<file path="config.mk">
export PLATFORM = sky130hd
export DESIGN_NAME = beta2alpha_fix_flat
export DESIGN_NICKNAME = d
export VERILOG_FILES = /design/src/rtl/b2a_pkg.sv /design/src/rtl/beta2alpha_fix_if.sv /design/src/rtl/beta_norm_fix.sv /design/src/rtl/beta2alpha_fix.sv /design/src/flat_wrapper.sv
export SDC_FILE = /design/constraint.sdc
export NUM_CORES = 1
export LEC_CHECK = 0
export ABC_AREA = 1
export BUFFER_PORTS_ARGS = -buffer_cell sky130_fd_sc_hd__buf_2
export CORE_MARGIN = 2
export CORE_UTILIZATION = 35
export DETAILED_ROUTE_END_ITERATION = 16
export HOLD_SLACK_MARGIN = 0.15
export PLACE_DENSITY_LB_ADDON = 0.2
export SLEW_MARGIN = 20
export SYNTH_ARGS = -nofsm -noshare
export SYNTH_HDL_FRONTEND = slang
export SYNTH_SLANG_ARGS = --single-unit
</file>
<file path="constraint.sdc">
create_clock -name clk -period 9.05 [get_ports clk]
set_input_delay 0.905 -clock clk [delete_from_list [all_inputs] [get_ports clk]]
set_output_delay 0.905 -clock clk [all_outputs]
set_load 0.01 [all_outputs]
</file>
<file path="src/rtl/b2a_pkg.sv">
// Shared constants and read-FSM encoding for the beta-to-alpha normalize/replay block.
package b2a_pkg;

  localparam int DW      = 8;
  localparam int SAT_MIN = -128;
  localparam int SAT_MAX = 127;

  typedef enum logic {
    IDLE = 1'b0,
    SEND = 1'b1
  } rd_state_e;

endpackage

</file>
<file path="src/rtl/beta2alpha_fix_if.sv">
// Beta input stream and alpha column output stream of beta2alpha_fix.
interface beta2alpha_fix_if #(
  parameter int J  = 4,
  parameter int A  = 4,
  parameter int DW = b2a_pkg::DW
);

  logic [A*DW-1:0] beta;
  logic            beta_tvalid;
  logic [J*DW-1:0] alpha_u_col;
  logic            alpha_u_col_tvalid;
  logic            alpha_u_col_tlast;
  logic            alpha_u_col_tready;

  modport master (
    output beta, beta_tvalid, alpha_u_col_tready,
    input  alpha_u_col, alpha_u_col_tvalid, alpha_u_col_tlast
  );

  modport slave (
    input  beta, beta_tvalid, alpha_u_col_tready,
    output alpha_u_col, alpha_u_col_tvalid, alpha_u_col_tlast
  );

endinterface

</file>
<file path="src/rtl/beta_norm_fix.sv">
// Combinational max-subtract normalization of one beta vector, saturated to DW-bit signed.
module beta_norm_fix
  import b2a_pkg::*;
#(
  parameter int A  = 4,
  parameter int DW = b2a_pkg::DW
) (
  input  logic [A*DW-1:0] beta,
  output logic [A*DW-1:0] n
);

  localparam logic signed [DW:0] SatMinW = (DW+1)'(SAT_MIN);
  localparam logic signed [DW:0] SatMaxW = (DW+1)'(SAT_MAX);

  logic signed [DW-1:0] max_v;
  logic signed [DW:0]   diff;

  // NOTE: every variable gets a value on every path before use, so no latch is inferred.
  always_comb begin
    max_v = beta[DW-1:0];
    for (int a = 1; a < A; a++) begin
      if ($signed(beta[a*DW +: DW]) > max_v) max_v = beta[a*DW +: DW];
    end
    n    = '0;
    diff = '0;
    for (int a = 0; a < A; a++) begin
      // One extra bit holds the full [-2^DW+1, 0] difference before clamping.
      diff = $signed({beta[a*DW+DW-1], beta[a*DW +: DW]}) - $signed({max_v[DW-1], max_v});
      if (diff < SatMinW)      n[a*DW +: DW] = SatMinW[DW-1:0];
      else if (diff > SatMaxW) n[a*DW +: DW] = SatMaxW[DW-1:0];
      else                     n[a*DW +: DW] = diff[DW-1:0];
    end
  end

endmodule

</file>
<file path="src/rtl/beta2alpha_fix.sv">
// Normalizes beta vectors into a two-bank ping-pong frame store and replays each
// frame column-wise as alpha_u_col beats for the next core iteration.
module beta2alpha_fix
  import b2a_pkg::*;
#(
  parameter int J  = 4,
  parameter int A  = 4,
  parameter int DW = b2a_pkg::DW
) (
  input  logic              clk,
  input  logic              rst_n,
  beta2alpha_fix_if.slave   bus,
  output logic              overflow,
  output logic [15:0]       frame_cnt
);

  localparam int JW = $clog2(J);
  localparam int AW = $clog2(A);
  localparam logic [JW-1:0] JLast = JW'(J-1);
  localparam logic [AW-1:0] ALast = AW'(A-1);

  logic [A*DW-1:0] norm;

  beta_norm_fix #(.A(A), .DW(DW)) u_norm (
    .beta (bus.beta),
    .n    (norm)
  );

  logic [DW-1:0]   bank_q [2][J][A];
  logic [1:0]      full_q, full_d;
  logic            wb_q, wb_d, rb_q, rb_d;
  logic [JW-1:0]   wj_q, wj_d;
  logic [AW-1:0]   ra_q, ra_d;
  logic            overflow_q, overflow_d;
  logic [15:0]     frame_cnt_q, frame_cnt_d;
  rd_state_e       state_q, state_d;
  logic [J*DW-1:0] col_q, col_d;
  logic            valid_q, valid_d, last_q, last_d;
  logic            wr_en, wr_last, rd_free, load, ld_bank;
  logic [AW-1:0]   ld_col;

  always_comb begin
    wr_en      = bus.beta_tvalid && !full_q[wb_q];
    wr_last    = wr_en && (wj_q == JLast);
    wj_d       = wj_q;
    wb_d       = wb_q;
    overflow_d = overflow_q | (bus.beta_tvalid && full_q[wb_q]);
    if (wr_en)   wj_d = wr_last ? '0 : wj_q + JW'(1);
    if (wr_last) wb_d = ~wb_q;
  end

  always_comb begin
    state_d     = state_q;
    ra_d        = ra_q;
    rb_d        = rb_q;
    frame_cnt_d = frame_cnt_q;
    valid_d     = valid_q;
    last_d      = last_q;
    col_d       = col_q;
    rd_free     = 1'b0;
    load        = 1'b0;
    ld_bank     = rb_q;
    ld_col      = '0;
    case (state_q)
      IDLE: begin
        if (full_q[rb_q]) begin
          state_d = SEND;
          load    = 1'b1;
          ra_d    = '0;
          valid_d = 1'b1;
        end
      end
      SEND: begin
        if (valid_q && bus.alpha_u_col_tready) begin
          if (ra_q != ALast) begin
            ra_d   = ra_q + AW'(1);
            load   = 1'b1;
            ld_col = ra_q + AW'(1);
          end else begin
            rd_free     = 1'b1;
            rb_d        = ~rb_q;
            ra_d        = '0;
            frame_cnt_d = frame_cnt_q + 16'd1;
            // Chaining straight into the other bank keeps back-to-back frames bubble-free.
            if (full_q[~rb_q]) begin
              load    = 1'b1;
              ld_bank = ~rb_q;
            end else begin
              state_d = IDLE;
              valid_d = 1'b0;
              last_d  = 1'b0;
            end
          end
        end
      end
      default: state_d = IDLE;
    endcase
    if (load) begin
      last_d = (ld_col == ALast);
      for (int j = 0; j < J; j++) col_d[j*DW +: DW] = bank_q[ld_bank][j][ld_col];
    end
  end

  // The write side only completes a non-full bank and the read side only frees a full one,
  // so the two updates never target the same flag.
  always_comb begin
    full_d = full_q;
    if (rd_free) full_d[rb_q] = 1'b0;
    if (wr_last) full_d[wb_q] = 1'b1;
  end

  // NOTE: non-blocking assignments so every flop samples pre-edge values regardless of order.
  always_ff @(posedge clk or negedge rst_n) begin
    if (!rst_n) begin
      full_q      <= '0;
      wb_q        <= 1'b0;
      rb_q        <= 1'b0;
      wj_q        <= '0;
      ra_q        <= '0;
      overflow_q  <= 1'b0;
      frame_cnt_q <= '0;
      state_q     <= IDLE;
      col_q       <= '0;
      valid_q     <= 1'b0;
      last_q      <= 1'b0;
    end else begin
      full_q      <= full_d;
      wb_q        <= wb_d;
      rb_q        <= rb_d;
      wj_q        <= wj_d;
      ra_q        <= ra_d;
      overflow_q  <= overflow_d;
      frame_cnt_q <= frame_cnt_d;
      state_q     <= state_d;
      col_q       <= col_d;
      valid_q     <= valid_d;
      last_q      <= last_d;
    end
  end

  // NOTE: bank storage is not reset; the full flags gate every read, so stale data is never emitted.
  always_ff @(posedge clk) begin
    if (wr_en) begin
      for (int a = 0; a < A; a++) bank_q[wb_q][wj_q][a] <= norm[a*DW +: DW];
    end
  end

  assign bus.alpha_u_col        = col_q;
  assign bus.alpha_u_col_tvalid = valid_q;
  assign bus.alpha_u_col_tlast  = last_q;
  assign overflow               = overflow_q;
  assign frame_cnt              = frame_cnt_q;

endmodule

</file>
<file path="src/flat_wrapper.sv">
// flat-port wrapper written by rule: the top's interface ports become plain ports
module beta2alpha_fix_flat import b2a_pkg::*;
#(
  parameter int J  = 4,
  parameter int A  = 4,
  parameter int DW = b2a_pkg::DW
)
  (clk, rst_n, overflow, frame_cnt, bus_beta, bus_beta_tvalid, bus_alpha_u_col_tready, bus_alpha_u_col, bus_alpha_u_col_tvalid, bus_alpha_u_col_tlast);
  beta2alpha_fix_if #(.J(J), .A(A), .DW(DW)) bus_i ();
  input  logic clk;
  input  logic rst_n;
  output logic overflow;
  output logic [15:0] frame_cnt;
  input wire logic [$bits(bus_i.beta)-1:0] bus_beta;
  input wire logic [$bits(bus_i.beta_tvalid)-1:0] bus_beta_tvalid;
  input wire logic [$bits(bus_i.alpha_u_col_tready)-1:0] bus_alpha_u_col_tready;
  output wire logic [$bits(bus_i.alpha_u_col)-1:0] bus_alpha_u_col;
  output wire logic [$bits(bus_i.alpha_u_col_tvalid)-1:0] bus_alpha_u_col_tvalid;
  output wire logic [$bits(bus_i.alpha_u_col_tlast)-1:0] bus_alpha_u_col_tlast;
  assign bus_i.beta = bus_beta;
  assign bus_i.beta_tvalid = bus_beta_tvalid;
  assign bus_i.alpha_u_col_tready = bus_alpha_u_col_tready;
  assign bus_alpha_u_col = bus_i.alpha_u_col;
  assign bus_alpha_u_col_tvalid = bus_i.alpha_u_col_tvalid;
  assign bus_alpha_u_col_tlast = bus_i.alpha_u_col_tlast;
  beta2alpha_fix #(.J(J), .A(A), .DW(DW)) u_core (.clk(clk), .rst_n(rst_n), .bus(bus_i), .overflow(overflow), .frame_cnt(frame_cnt));
endmodule
</file>
==> results of run 1 <==
## report_power, final
group / switching (mW) / internal, mW / leakage [nW] / total, mW
combinational: 3.21 / 1.09 / 4.33 / 4.30
sequential: 0.126 / 2.43 / 3.05 / 2.55
clock: 0.581 / 0.856 / 0.555 / 1.44
## worst register-to-register path: stages (launching register included)
cell and delay [ns]:
dfrtp_1 0.37, nand2_1 0.08, nor2_1 0.12, inv_1 0.13
nor2_1 0.50, o211ai_1 0.25, nand2_4 0.14, buf_4 0.59
buf_4 0.91, mux2i_1 0.37, o22ai_1 0.12, nor2_1 0.16
o22ai_1 0.11
## final timing paths
kind,startpoint,slack [ns],end,cells after the start
max,bus_beta[7],0.91,u_core.bank_q[0][121],36
min,u_core.overflow,0.45,u_core.overflow,1
max reg2reg,u_core.bus.alpha_u_col_tvalid,5.05,u_core.bus.alpha_u_col[0],12
min reg2reg,u_core.overflow,0.45,u_core.overflow,1
max in group asynchronous,rst_n,7.87,u_core.bus.alpha_u_col[6],1
min in group asynchronous,rst_n,0.55,u_core.overflow,1
## flip-flops by register name, summed over array words and instances, names as in the netlist
signal and flops:
u_core.bank_q 256, u_core.bus.alpha_u_col 32, u_core.bus.alpha_u_col_tlast 1, u_core.bus.alpha_u_col_tvalid 1
u_core.frame_cnt 16, u_core.full_q 2, u_core.overflow 1, u_core.ra_q 2
u_core.rb_q 1, u_core.state_q 1, u_core.wb_q 1, u_core.wj_q 2
## metal layers
layer | vias to the layer above | GRT usage
li1 | 6152 | -
met2 | 330 | 0.342
met5 | - | 0
met4 | 0 | 0.0689
met1 | 6157 | 0.274
met3 | 72 | 0.0252
## cells in the mapped netlist, types with 2 or more instances
cell type / count
a21boi_0: 4
a21o_1: 3
a21oi_1: 25
buf_1: 7
buf_2: 6
buf_4: 5
buf_6: 4
clkbuf_1: 53
clkinv_1: 2
dfrtp_1: 60
edfxtp_1: 256
ha_1: 46
inv_1: 157
inv_2: 4
mux2i_1: 32
nand2_1: 388
nand2_2: 15
nand2_4: 4
nand3_1: 114
nand3_2: 27
nand3b_1: 2
nand4_1: 25
nand4_2: 2
nor2_1: 210
nor2_2: 3
nor3_1: 6
o211ai_1: 2
o21ai_0: 141
o21ai_1: 2
o21bai_1: 2
o22ai_1: 64
o32ai_1: 32
xnor2_1: 9
xor2_1: 17
## metrics by stage
stage	power (mW)	cells	instance area, µm²	setup slack [ns]
floorplan	5.19	1739	16400	2.33
global placement	6.81	2382	17500	0.606
detailed placement	6.87	2382	17500	0.448
CTS	8.32	2447	18700	0.956
global route	8.81	2447	18700	0.283
finish	8.29	2447	18700	0.912
## kinds of logic (layout without fill, tap and decap cells)
family                     count (synthesis)  after routing  synth area share
and+or+nand+nor                          802            802             0.214
DFF                                      316            316             0.559
AOI/OAI and AO/OA                        278            278            0.0992
buffers and inverters                    239            340            0.0587
adders and majority gates                 46             46            0.0350
xor gates and xnor gates                  26             26            0.0139
muxes                                     32             32            0.0195
## cell type report
cell class                 instances  share of cell area
clock buffer                      50              0.0533
clock inverter                    15             0.00838
inverter                         163              0.0329
multi-input combinational       1184               0.339
sequential                       316               0.493
tap                              607              0.0407
timing repair buffer             112              0.0337
==> run summary, run 1 <==
Sequential Area - 9190 µm²
Leading area contributor after synthesis - edfxtp_1
Mapped Cells - 1,739
Area of the core - 46,500 µm²
Highest Signal Layer - met4
Pwr/cell area - 444 nW/µm²
Gr usage total - 0.204
First-pass GRT wire length - 74.2 mm
DRC - 0
Setup violators final - 0
Clock Pin Slew Worst Setup and Hold Paths - 0.06 ns
Max-slew headroom - 0.329
Via count - 12.7k
CTS max path bufs - 3
Die height - 221 µm
Clk sink count - 316
Unique masters post-synth - 44
Antenna Nets Post-Route - 0
Global placement routability congestion - 0.866
Synthesized cell area - 16,400 µm²
Hold Vio Cnt, Final - 0
N_diodes - 0
Delay-heaviest family, CP - compound AO/OA/AOI/OAI gates
Top cell by count, worst path - nand2_1
Vias per cell - 5.19
IO Pins - 87
Initial Util - 0.354
Met1 wire length - 22.2 mm
Synthesis Warnings - 0
Hold-fix buffers, CTS - 0
Worst Hold Class - reg2reg
Root Driver - clkbuf_16
Tmin final - 8.14 ns
Final hold slack - 0.448 ns
TNS Setup - 0 ns
Post-synth top area share - 0.468
DP HPWL - 33.0 mm
Largest net degree at the start of global routing - 75
Maxcap violations - 0
Setup Fix Bufs, Post-CTS - 0
Crit Path Max Fanout - 29
Post-synth EDFFs - 256
IO buf count - 86
Num rows - 79
Worst-margin pin slew - 0.995 ns
Die X - 221 µm
Peak supply drop - 0.000239 V
CP endpoint kind - flop
Layout cell share with drive strength beyond 1 - 0.127
Slowest CP cell - o21ai_0
FILL cells - 4,627
Commonest non-fill, non-tap cell in the layout - nand2_1
Final slew viol count - 0
Sequential area share after synthesis - 0.559
CP Launch Type - primary input
RSZ-0062 raised after global routing - false
Worst-skew pair later-pin latency - 0.54 ns
Most frequent cells in the layout - nand2_1 (387), edfxtp_1 (256), nor2_1 (202)
Largest cells by area after synthesis - edfxtp_1 (47%), dfrtp_1 (9.1%), nand2_1 (8.9%)
Syn Nets - 1,821
Post-layout util - 0.402
P_leak - 7.93 nW
Worst path max stage delay - 0.81 ns
Wire per inst - 20.2 µm
Initial antenna violation count - 1
TritonCTS clock tree - built
Multi-input logic area - 6320 µm²
Iteration-0 DRC count of the detailed router - 1,171
Wire length on met2 - 23.6 mm
Mean Syn Cell Area - 9.45 µm²
Max Clk Rate - 123 MHz
Met3 wire length - 2.17 mm
Nets - 1,895
CTS HTree Levels - 2
Layout area overhead - 13.6%
Final wirelength - 49.5 mm
CP bufs+invs - 5
First-pass iteration count of the detailed router - 6
Asr flop ratio synth - 0.190
Seq cells post-synth - 316
Post_cts resized - 0
Setup Skew - 0.0283 ns
Worst EP arrival - 8.34 ns
Die area - 48,700 µm²
Tcrit/Tclk final - 0.899
CTS buffer count - 36
Vias in the first global route - 12.1k
Req. time, crit path - 9.25 ns
Gr ovfl total - 0
Main flop type after synthesis - edfxtp_1
Status - finished, final reports clean
CP Class - in2reg
Note: power is estimated with default switching activity, not from simulation.
==> run 2, diff against run 1 <==
--- a/config.mk
+++ b/config.mk
@@ -5,10 +5,9 @@
 export SDC_FILE = /design/constraint.sdc
 export NUM_CORES = 1
 export LEC_CHECK = 0
-export ABC_AREA = 1
 export BUFFER_PORTS_ARGS = -buffer_cell sky130_fd_sc_hd__buf_2
 export CORE_MARGIN = 2
-export CORE_UTILIZATION = 35
+export CORE_UTILIZATION = 55
 export DETAILED_ROUTE_END_ITERATION = 16
 export HOLD_SLACK_MARGIN = 0.15
 export PLACE_DENSITY_LB_ADDON = 0.2
==> constraint.sdc (replaced) <==
create_clock -name clk -period 9.3 [get_ports clk]
set_input_delay 0.93 -clock clk [delete_from_list [all_inputs] [get_ports clk]]
set_output_delay 0.93 -clock clk [all_outputs]
set_load 0.01 [all_outputs]
==> run 2 against run 1 <==
Critical path depth up 5; routed wire length fell by 15%; utilization up 24 points; die area shrank 35%.
==> run summary, run 2 <==
Via count - 12.3k (was 12.7k)
Worst-skew pair later-pin latency - 0.56 ns (was 0.54 ns)
Vias per cell - 6.04 (was 5.19)
DP HPWL - 28.6 mm (was 33.0 mm)
CTS max path bufs - 3 (unchanged)
Largest register FFs - 256 (unchanged)
Synthesis Warnings - 0 (unchanged)
Largest cells by area after synthesis - edfxtp_1 (46%), dfrtp_1 (9.1%), nand2_1 (6.6%) (was edfxtp_1 (47%), dfrtp_1 (9.1%), nand2_1 (8.9%))
Layout area overhead - 14.2% (was 13.6%)
Sw Ratio - 0.412 (was 0.473)
Most frequent cells in the layout - nand2_1 (288), edfxtp_1 (256), buf_2 (86) (was nand2_1 (387), edfxtp_1 (256), nor2_1 (202))
Area of the core - 29,600 µm² (was 46,500 µm²)
Syn Nets - 1,603 (was 1,821)
Final setup margin - 0.556 ns (was 0.912 ns)
CP endpoint kind - flop (unchanged)
CTS HTree Levels - 1 (was 2)
Worst EP arrival - 9.00 ns (was 8.34 ns)
First-pass iteration count of the detailed router - 5 (was 6)
Nets - 1,705 (was 1,895)
Comb power frac - 0.498 (was 0.519)
Mux contribution to synthesized area - 0.0652 (was 0.0195)
Post-synth top area share - 0.464 (was 0.468)
Clk sink count - 316 (unchanged)
Initial antenna violation count - 0 (was 1)
Largest net degree at the start of global routing - 78 (was 75)
Placed Area - 17,800 µm² (was 17,500 µm²)
Largest family of logic cells by synthesized area - simple AND/OR/NAND/NOR gates (unchanged)
CTS buffer count - 30 (was 36)
Hold Vio Cnt, Final - 0 (unchanged)
Final wirelength - 42.1 mm (was 49.5 mm)
Final slew viol count - 0 (unchanged)
Root Driver - clkbuf_16 (unchanged)
Sequential area share after synthesis - 0.554 (was 0.559)
Reg with most FFs - u_core.bank_q (unchanged)
Top cell by count, worst path - ha_1 (was nand2_1)
Asr flop ratio synth - 0.190 (unchanged)
Max Clk Rate - 114 MHz
Clock network fraction of total power - 0.172 (was 0.173)
Sequential share of power - 0.329 (was 0.308)
Hold-fix buffers, CTS - 0 (unchanged)
Num rows - 63 (was 79)
Seq cells post-synth - 316 (unchanged)
CP Launch Type - primary input (unchanged)
Post-synthesis compound-gate area fraction - 0.126 (was 0.0992)
Synthesized cell area - 16,600 µm² (was 16,400 µm²)
Top-count cell post-synth - nand2_1 (unchanged)
Clock Pin Slew Worst Setup and Hold Paths - 0.06 ns (about the same)
Final hold slack - 0.462 ns (was 0.448 ns)
Setup Skew - 0.0215 ns (was 0.0283 ns)
Gr usage total - 0.269 (was 0.204)
P_leak - 7.18 nW (was 7.93 nW)
Mean Syn Cell Area - 10.9 µm² (was 9.45 µm²)
Slowest CP cell - o311ai_4 (was o21ai_0)
Iteration-0 DRC count of the detailed router - 1,111 (was 1,171)
Unique masters post-synth - 85 (was 44)
Global placement routability congestion - 0.982 (was 0.866)
Initial Util - 0.559 (was 0.354)
Worst path max stage delay - 0.39 ns (was 0.81 ns)
Tcrit/Tclk final - 0.940
Crit Path Max Fanout - 8 (was 29)
Worst Hold Class - reg2reg (unchanged)
Post-layout util - 0.639 (was 0.402)
Final instance area - 18,900 µm² (was 18,700 µm²)
Req. time, crit path - 9.56 ns (was 9.25 ns)
Antenna Nets Post-Route - 0 (unchanged)
TritonCTS clock tree - built (unchanged)
Post-placement setup slack - -0.345 ns (was 0.448 ns)
Fraction of the mapped netlist area in adder cells - 0.0460 (was 0.0350)
Pwr/cell area - 379 nW/µm² (was 444 nW/µm²)
Synth Area in XOR/XNOR - 0.0280 (was 0.0139)
Wire per inst - 20.7 µm (was 20.2 µm)
Main flop type after synthesis - edfxtp_1 (unchanged)
Maxcap violations - 0 (unchanged)
Synth cell count leaders - nand2_1 (291), edfxtp_1 (256), clkbuf_1 (83), mux2i_1 (83), nand3_1 (77) (was nand2_1 (388), edfxtp_1 (256), nor2_1 (210))
Status - finished, final reports clean (unchanged)
Vias in the first global route - 11.8k (was 12.1k)
IO Pins - 87 (unchanged)
Commonest non-fill, non-tap cell in the layout - nand2_1 (unchanged)
Psw - 2.96 mW (was 3.92 mW)
Die X - 178 µm (was 221 µm)
N_diodes - 0 (unchanged)
Mapped Cells - 1,521 (was 1,739)
DRC - 0 (unchanged)
Leading area contributor after synthesis - edfxtp_1 (unchanged)
CP Class - in2reg (unchanged)
Layout cell share with drive strength beyond 1 - 0.176 (was 0.127)
Tmin final - 8.74 ns
Setup violators final - 0 (unchanged)
Peak supply drop - 0.000175 V (was 0.000239 V)
Die height - 178 µm (was 221 µm)
Gr ovfl total - 0 (unchanged)
Die area - 31,500 µm² (was 48,700 µm²)
First-pass GRT wire length - 65.3 mm (was 74.2 mm)
Int Pwr - 4.22 mW (was 4.37 mW)
Worst-margin pin slew - 0.977 ns (was 0.995 ns)
IO buf count - 86 (unchanged)
Post-synth EDFFs - 256 (unchanged)
Max-slew headroom - 0.349 (was 0.329)
Post-Synth Simple-Gate Area - 0.148 (was 0.214)
## run 2: cell types whose count changed after synthesis, moves of 40 or more
cell / before / now
nor2_1: 210 / 53
inv_1: 157 / 47
nand2_1: 388 / 291
o21ai_0: 141 / 67
mux2i_1: 32 / 83
o22ai_1: 64 / 23
a211oi_1: 0 / 40
## run 2: layer usage
metal / vias to the layer above / GRT usage / wire (µm)
met5: - / 0 / 0
met1: 5893 / 0.357 / 17100
met3: 95 / 0.0298 / 3030
met2: 525 / 0.456 / 20400
met4: 0 / 0.102 / 1510
li1: 5800 / - / -
## run 2: layout make-up
type	count	area [µm²]
clock buffers	47	895
clock inverters	9	129
fillers	2365	10700
inverters	50	188
multi-input cells	1065	7020
flip-flops and latches	316	9190
well taps	390	488
repair buffers	160	1020
## run 2: final timing paths
check / slack, ns / depth (start not counted) / from / end
worst max register to register: 5.83 / 8 / u_core.ra_q[0] / u_core.bus.alpha_u_col[21]
worst min register to register: 0.46 / 1 / u_core.frame_cnt[15] / u_core.frame_cnt[15]
worst min-delay path: 0.46 / 1 / u_core.frame_cnt[15] / u_core.frame_cnt[15]
min in group asynchronous: 0.52 / 2 / rst_n / u_core.frame_cnt[3]
worst max-delay path: 0.56 / 41 / bus_beta[5] / u_core.bank_q[1][2]
max in group asynchronous: 8.26 / 2 / rst_n / u_core.bus.alpha_u_col[5]
## run 2: cell families after synthesis
kind of cell	after synthesis
DFF	316
buffers and inverters	141
muxes	103
xor gates and xnor gates	53
AOI/OAI and AO/OA	305
adders and majority gates	64
and+or+nand+nor	539
## run 2: power by group through the flow
stage                     sequential, mW  combinational, mW  clock (mW)
final                               2.36               3.58        1.24
after global routing                2.39               3.90        1.31
after CTS                           2.36               3.53        1.26
after detailed placement            2.39               3.51           0
after global placement              2.38               3.43           0
after floorplan                     2.38               2.26           0
## run 2: per-stage QoR
step                instances  setup TNS (ns)  power (mW)
floorplan                1521               0        4.64
finish                   2037               0        7.18
detailed placement       1979          -16.46        5.90
global placement         1979           -3.08        5.82
global route             2037          -0.123        7.61
CTS                      2035               0        7.15
## run 2: timing repair
item / 4_1_cts / 5_1_grt
resized for setup: 0 / 11
buffers inserted: 0 / 1
endpoints found under the setup margin: 0 / 192
## run 2: critical path: cells and delay by family
kind                     cells  cell delay [ns]
buffers and inverters        5             0.57
AO/OA/AOI/OAI               17             3.20
multiplexers                 3             0.70
AND/OR/NAND/NOR              8             1.05
adder cells (fa/ha/maj)      8             2.53
==> run 3, diff against run 2 <==
--- a/config.mk
+++ b/config.mk
@@ -14,4 +14,5 @@
 export SLEW_MARGIN = 20
 export SYNTH_ARGS = -nofsm -noshare
 export SYNTH_HDL_FRONTEND = slang
+export SYNTH_HIERARCHICAL = 1
 export SYNTH_SLANG_ARGS = --single-unit
==> run 3 against run 2 <==
First-iteration DRC count rose by 61%; via count grew 24%; area after synthesis increased by 7.1%; routed wire length increased by 30%; non-clock buffer count grew 18; synthesized cell count up 14%; power grew 2.5%; sequential share of layout area down 3.1 points; critical path type unchanged; largest power group unchanged.
==> run summary, run 3 <==
Global placement routability congestion - 0.974 (was 0.982)
Clk sink count - 316 (unchanged)
RSZ-0062 raised after global routing - true
Crit path to - u_core/bank_q[0][13] (was u_core.bank_q[1][2])
Setup violators final - 0 (unchanged)
CP Launch Type - primary input (unchanged)
Worst EP arrival - 9.29 ns (was 9.00 ns)
Leading area contributor after synthesis - edfxtp_1 (unchanged)
Synthesis Warnings - 6 (was 0)
Sequential Area - 9190 µm² (about the same)
Wire per inst - 24.2 µm (was 20.7 µm)
Post-Synth Simple-Gate Area - 0.135 (was 0.148)
IO Pins - 87 (unchanged)
Worst path max stage delay - 0.95 ns (was 0.39 ns)
Synthesized cell area - 17,800 µm² (was 16,600 µm²)
Crit Path Max Fanout - 7 (was 8)
Worst Hold Class - reg2reg (unchanged)
First-pass iteration count of the detailed router - 5 (unchanged)
Worst setup startpoint - bus_beta[1] (was bus_beta[5])
N_diodes - 0 (unchanged)
CP endpoint kind - flop (unchanged)
Seq cells post-synth - 316 (unchanged)
Sequential area share after synthesis - 0.517 (was 0.554)
Vias per cell - 6.73 (was 6.04)
CTS max path bufs - 3 (unchanged)
CTS buffer count - 35 (was 30)
Setup Skew - 0.0120 ns (was 0.0215 ns)
Nets - 1,918 (was 1,705)
Hold Startpoint - u_core/frame_cnt[15] (was u_core.frame_cnt[15])
Peak supply drop - 0.000209 V (was 0.000175 V)
Asr flop ratio synth - 0.190 (unchanged)
Largest cells by area after synthesis - edfxtp_1 (43%), dfrtp_1 (8.5%), nand2_1 (6.2%) (was edfxtp_1 (46%), dfrtp_1 (9.1%), nand2_1 (6.6%))
Tcrit/Tclk final - 0.959 (was 0.940)
Commonest non-fill, non-tap cell in the layout - nand2_1 (unchanged)
Die height - 184 µm (was 178 µm)
Req. time, crit path - 9.68 ns (was 9.56 ns)
Synth cell count leaders - nand2_1 (292), edfxtp_1 (256), o21ai_0 (110) (was nand2_1 (291), edfxtp_1 (256), clkbuf_1 (83), mux2i_1 (83), nand3_1 (77))
DP HPWL - 35.2 mm (was 28.6 mm)
Cell count after placement - 2,199 (was 1,979)
Num rows - 65 (was 63)
Gr usage total - 0.327 (was 0.269)
Tmin final - 8.91 ns (was 8.74 ns)
Reg with most FFs - u_core/bank_q (was u_core.bank_q)
Top cell by count, worst path - nand2_1 (was ha_1)
Area of the core - 31,600 µm² (was 29,600 µm²)
Initial Util - 0.561 (was 0.559)
Worst R2R End - u_core/bus.alpha_u_col[24] (was u_core.bus.alpha_u_col[21])
Pwr/cell area - 364 nW/µm² (was 379 nW/µm²)
Multi-input logic area - 7910 µm² (was 7020 µm²)
Antenna Nets Post-Route - 0 (unchanged)
Max Clk Rate - 112 MHz (was 114 MHz)
Final wirelength - 54.7 mm (was 42.1 mm)
Most frequent cells in the layout - nand2_1 (291), edfxtp_1 (256), o21ai_0 (110) (was nand2_1 (288), edfxtp_1 (256), buf_2 (86))
Via count - 15.2k (was 12.3k)
Post-synth EDFFs - 256 (unchanged)
Top-count cell post-synth - nand2_1 (unchanged)
Worst-skew pair later-pin latency - 0.53 ns (was 0.56 ns)
Critical R2R Launch - u_core/ra_q[0] (was u_core.ra_q[0])
Hold Vio Cnt, Final - 0 (unchanged)
Largest net degree at the start of global routing - 76 (was 78)
Max-slew headroom - 0.192 (was 0.349)
Reg2reg setup slack - 5.16 ns (was 5.83 ns)
Synth Area in XOR/XNOR - 0.0197 (was 0.0280)
Worst-margin pin slew - 1.21 ns (was 0.977 ns)
Syn Nets - 1,811 (was 1,603)
Vias in the first global route - 14.8k (was 11.8k)
Mux contribution to synthesized area - 0.0239 (was 0.0652)
Mean Syn Cell Area - 10.3 µm² (was 10.9 µm²)
P_leak - 7.68 nW (was 7.18 nW)
Final Total Pwr - 7.35 mW (was 7.18 mW)
CTS HTree Levels - 2 (was 1)
Root Driver - clkbuf_16 (unchanged)
Layout area overhead - 13.8% (was 14.2%)
Setup Fix Bufs, Post-CTS - 0 (unchanged)
Layout cell share with drive strength beyond 1 - 0.158 (was 0.176)
Finished Layout Cells - 2,264 (was 2,037)
Gr ovfl total - 0 (unchanged)
Post-layout util - 0.639 (about the same)
R2R cell count - 9 (was 8)
Fraction of the mapped netlist area in adder cells - 0.0399 (was 0.0460)
Unique masters post-synth - 86 (was 85)
Largest register FFs - 256 (unchanged)
Slowest CP cell - a21oi_1 (was o311ai_4)
Largest family of logic cells by synthesized area - compound AO/OA/AOI/OAI gates (was simple AND/OR/NAND/NOR gates)
TNS Setup - 0 ns (unchanged)
Final slew viol count - 0 (unchanged)
Status - finished, final reports clean (unchanged)
DRC - 0 (unchanged)
Main flop type after synthesis - edfxtp_1 (unchanged)
Clock Pin Slew Worst Setup and Hold Paths - 0.06 ns (about the same)
Post-synth top area share - 0.433 (was 0.464)
Initial antenna violation count - 0 (unchanged)
Die area - 33,700 µm² (was 31,500 µm²)
First-pass GRT wire length - 84.1 mm (was 65.3 mm)
TritonCTS clock tree - built (unchanged)
CP Class - in2reg (unchanged)
Maxcap violations - 0 (unchanged)
IO buf count - 86 (unchanged)
Die X - 184 µm (was 178 µm)
Iteration-0 DRC count of the detailed router - 1,789 (was 1,111)
FILL cells - 2,503 (was 2,365)
Post-synthesis compound-gate area fraction - 0.222 (was 0.126)
Mapped Cells - 1,728 (was 1,521)
## run 3: worst min path at each step
stage	cells past startpoint	slack (ns)	to
floorplan	1	0.50	u_core/frame_cnt[15]
global placement	1	0.46	u_core/frame_cnt[15]
detailed placement	1	0.46	u_core/frame_cnt[15]
CTS	1	0.47	u_core/frame_cnt[15]
global route	1	0.48	u_core/frame_cnt[15]
finish	1	0.46	u_core/frame_cnt[15]
## run 3: routing by layer
layer  up-vias  share of wire  track usage
met1      7408           0.40        0.437
met4         0          0.037        0.126
met2       866           0.47        0.543
met3       128          0.099       0.0485
met5         -              0            0
li1       6844              -            -
## run 3: cells by family (layout without fill, tap and decap cells)
kind of cell	count (synthesis)	in the layout
AO/OA/AOI/OAI	548	548
adder cells (fa/ha/maj)	59	59
AND/OR/NAND/NOR	536	536
XOR/XNOR	40	40
flip-flops	316	316
multiplexers	42	42
buffers and inverters	187	321
## run 3: stage by stage
| step | instance area (µm²) | setup WS, ns | hold WS (ns) |
|---|---|---|---|
| 6_report | 20200 | 0.386 | 0.465 |
| 5_1_grt | 20200 | -0.0391 | 0.476 |
| 4_1_cts | 20200 | 0.386 | 0.468 |
| 3_5_place_dp | 19000 | -0.129 | 0.457 |
| 3_3_place_gp | 19000 | 0.142 | 0.456 |
| 2_1_floorplan | 17800 | 0.764 | 0.504 |
## run 3: what timing repair did
item                                    in CTS  in global routing
endpoints found under the setup margin       0                152
hold buffers                                 0                  0
gates resized for setup                      0                  3
## run 3: critical path, delay by kind of cell
kind | cells | cell delay [ns]
AND/OR/NAND/NOR | 17 | 3.60
AO/OA/AOI/OAI | 8 | 2.42
adder cells (fa/ha/maj) | 4 | 1.15
buffers and inverters | 7 | 0.80
multiplexers | 1 | 0.40
## run 3: final cells by class
class                           instances  area share
Sequential cell                       316       0.455
Clock buffer                           43      0.0458
Clock inverter                         21      0.0116
Inverter                               79      0.0147
Timing Repair Buffer                  178      0.0571
Tap cell                              402      0.0249
Multi-Input combinational cell       1225       0.391
## run 3: where the power goes
part           total [mW]  internal (mW)  leakage [nW]  switching [mW]
Sequential           2.39           2.25          3.05           0.143
Combinational        3.58           1.08          4.06            2.50
Clock                1.39          0.806         0.571           0.580
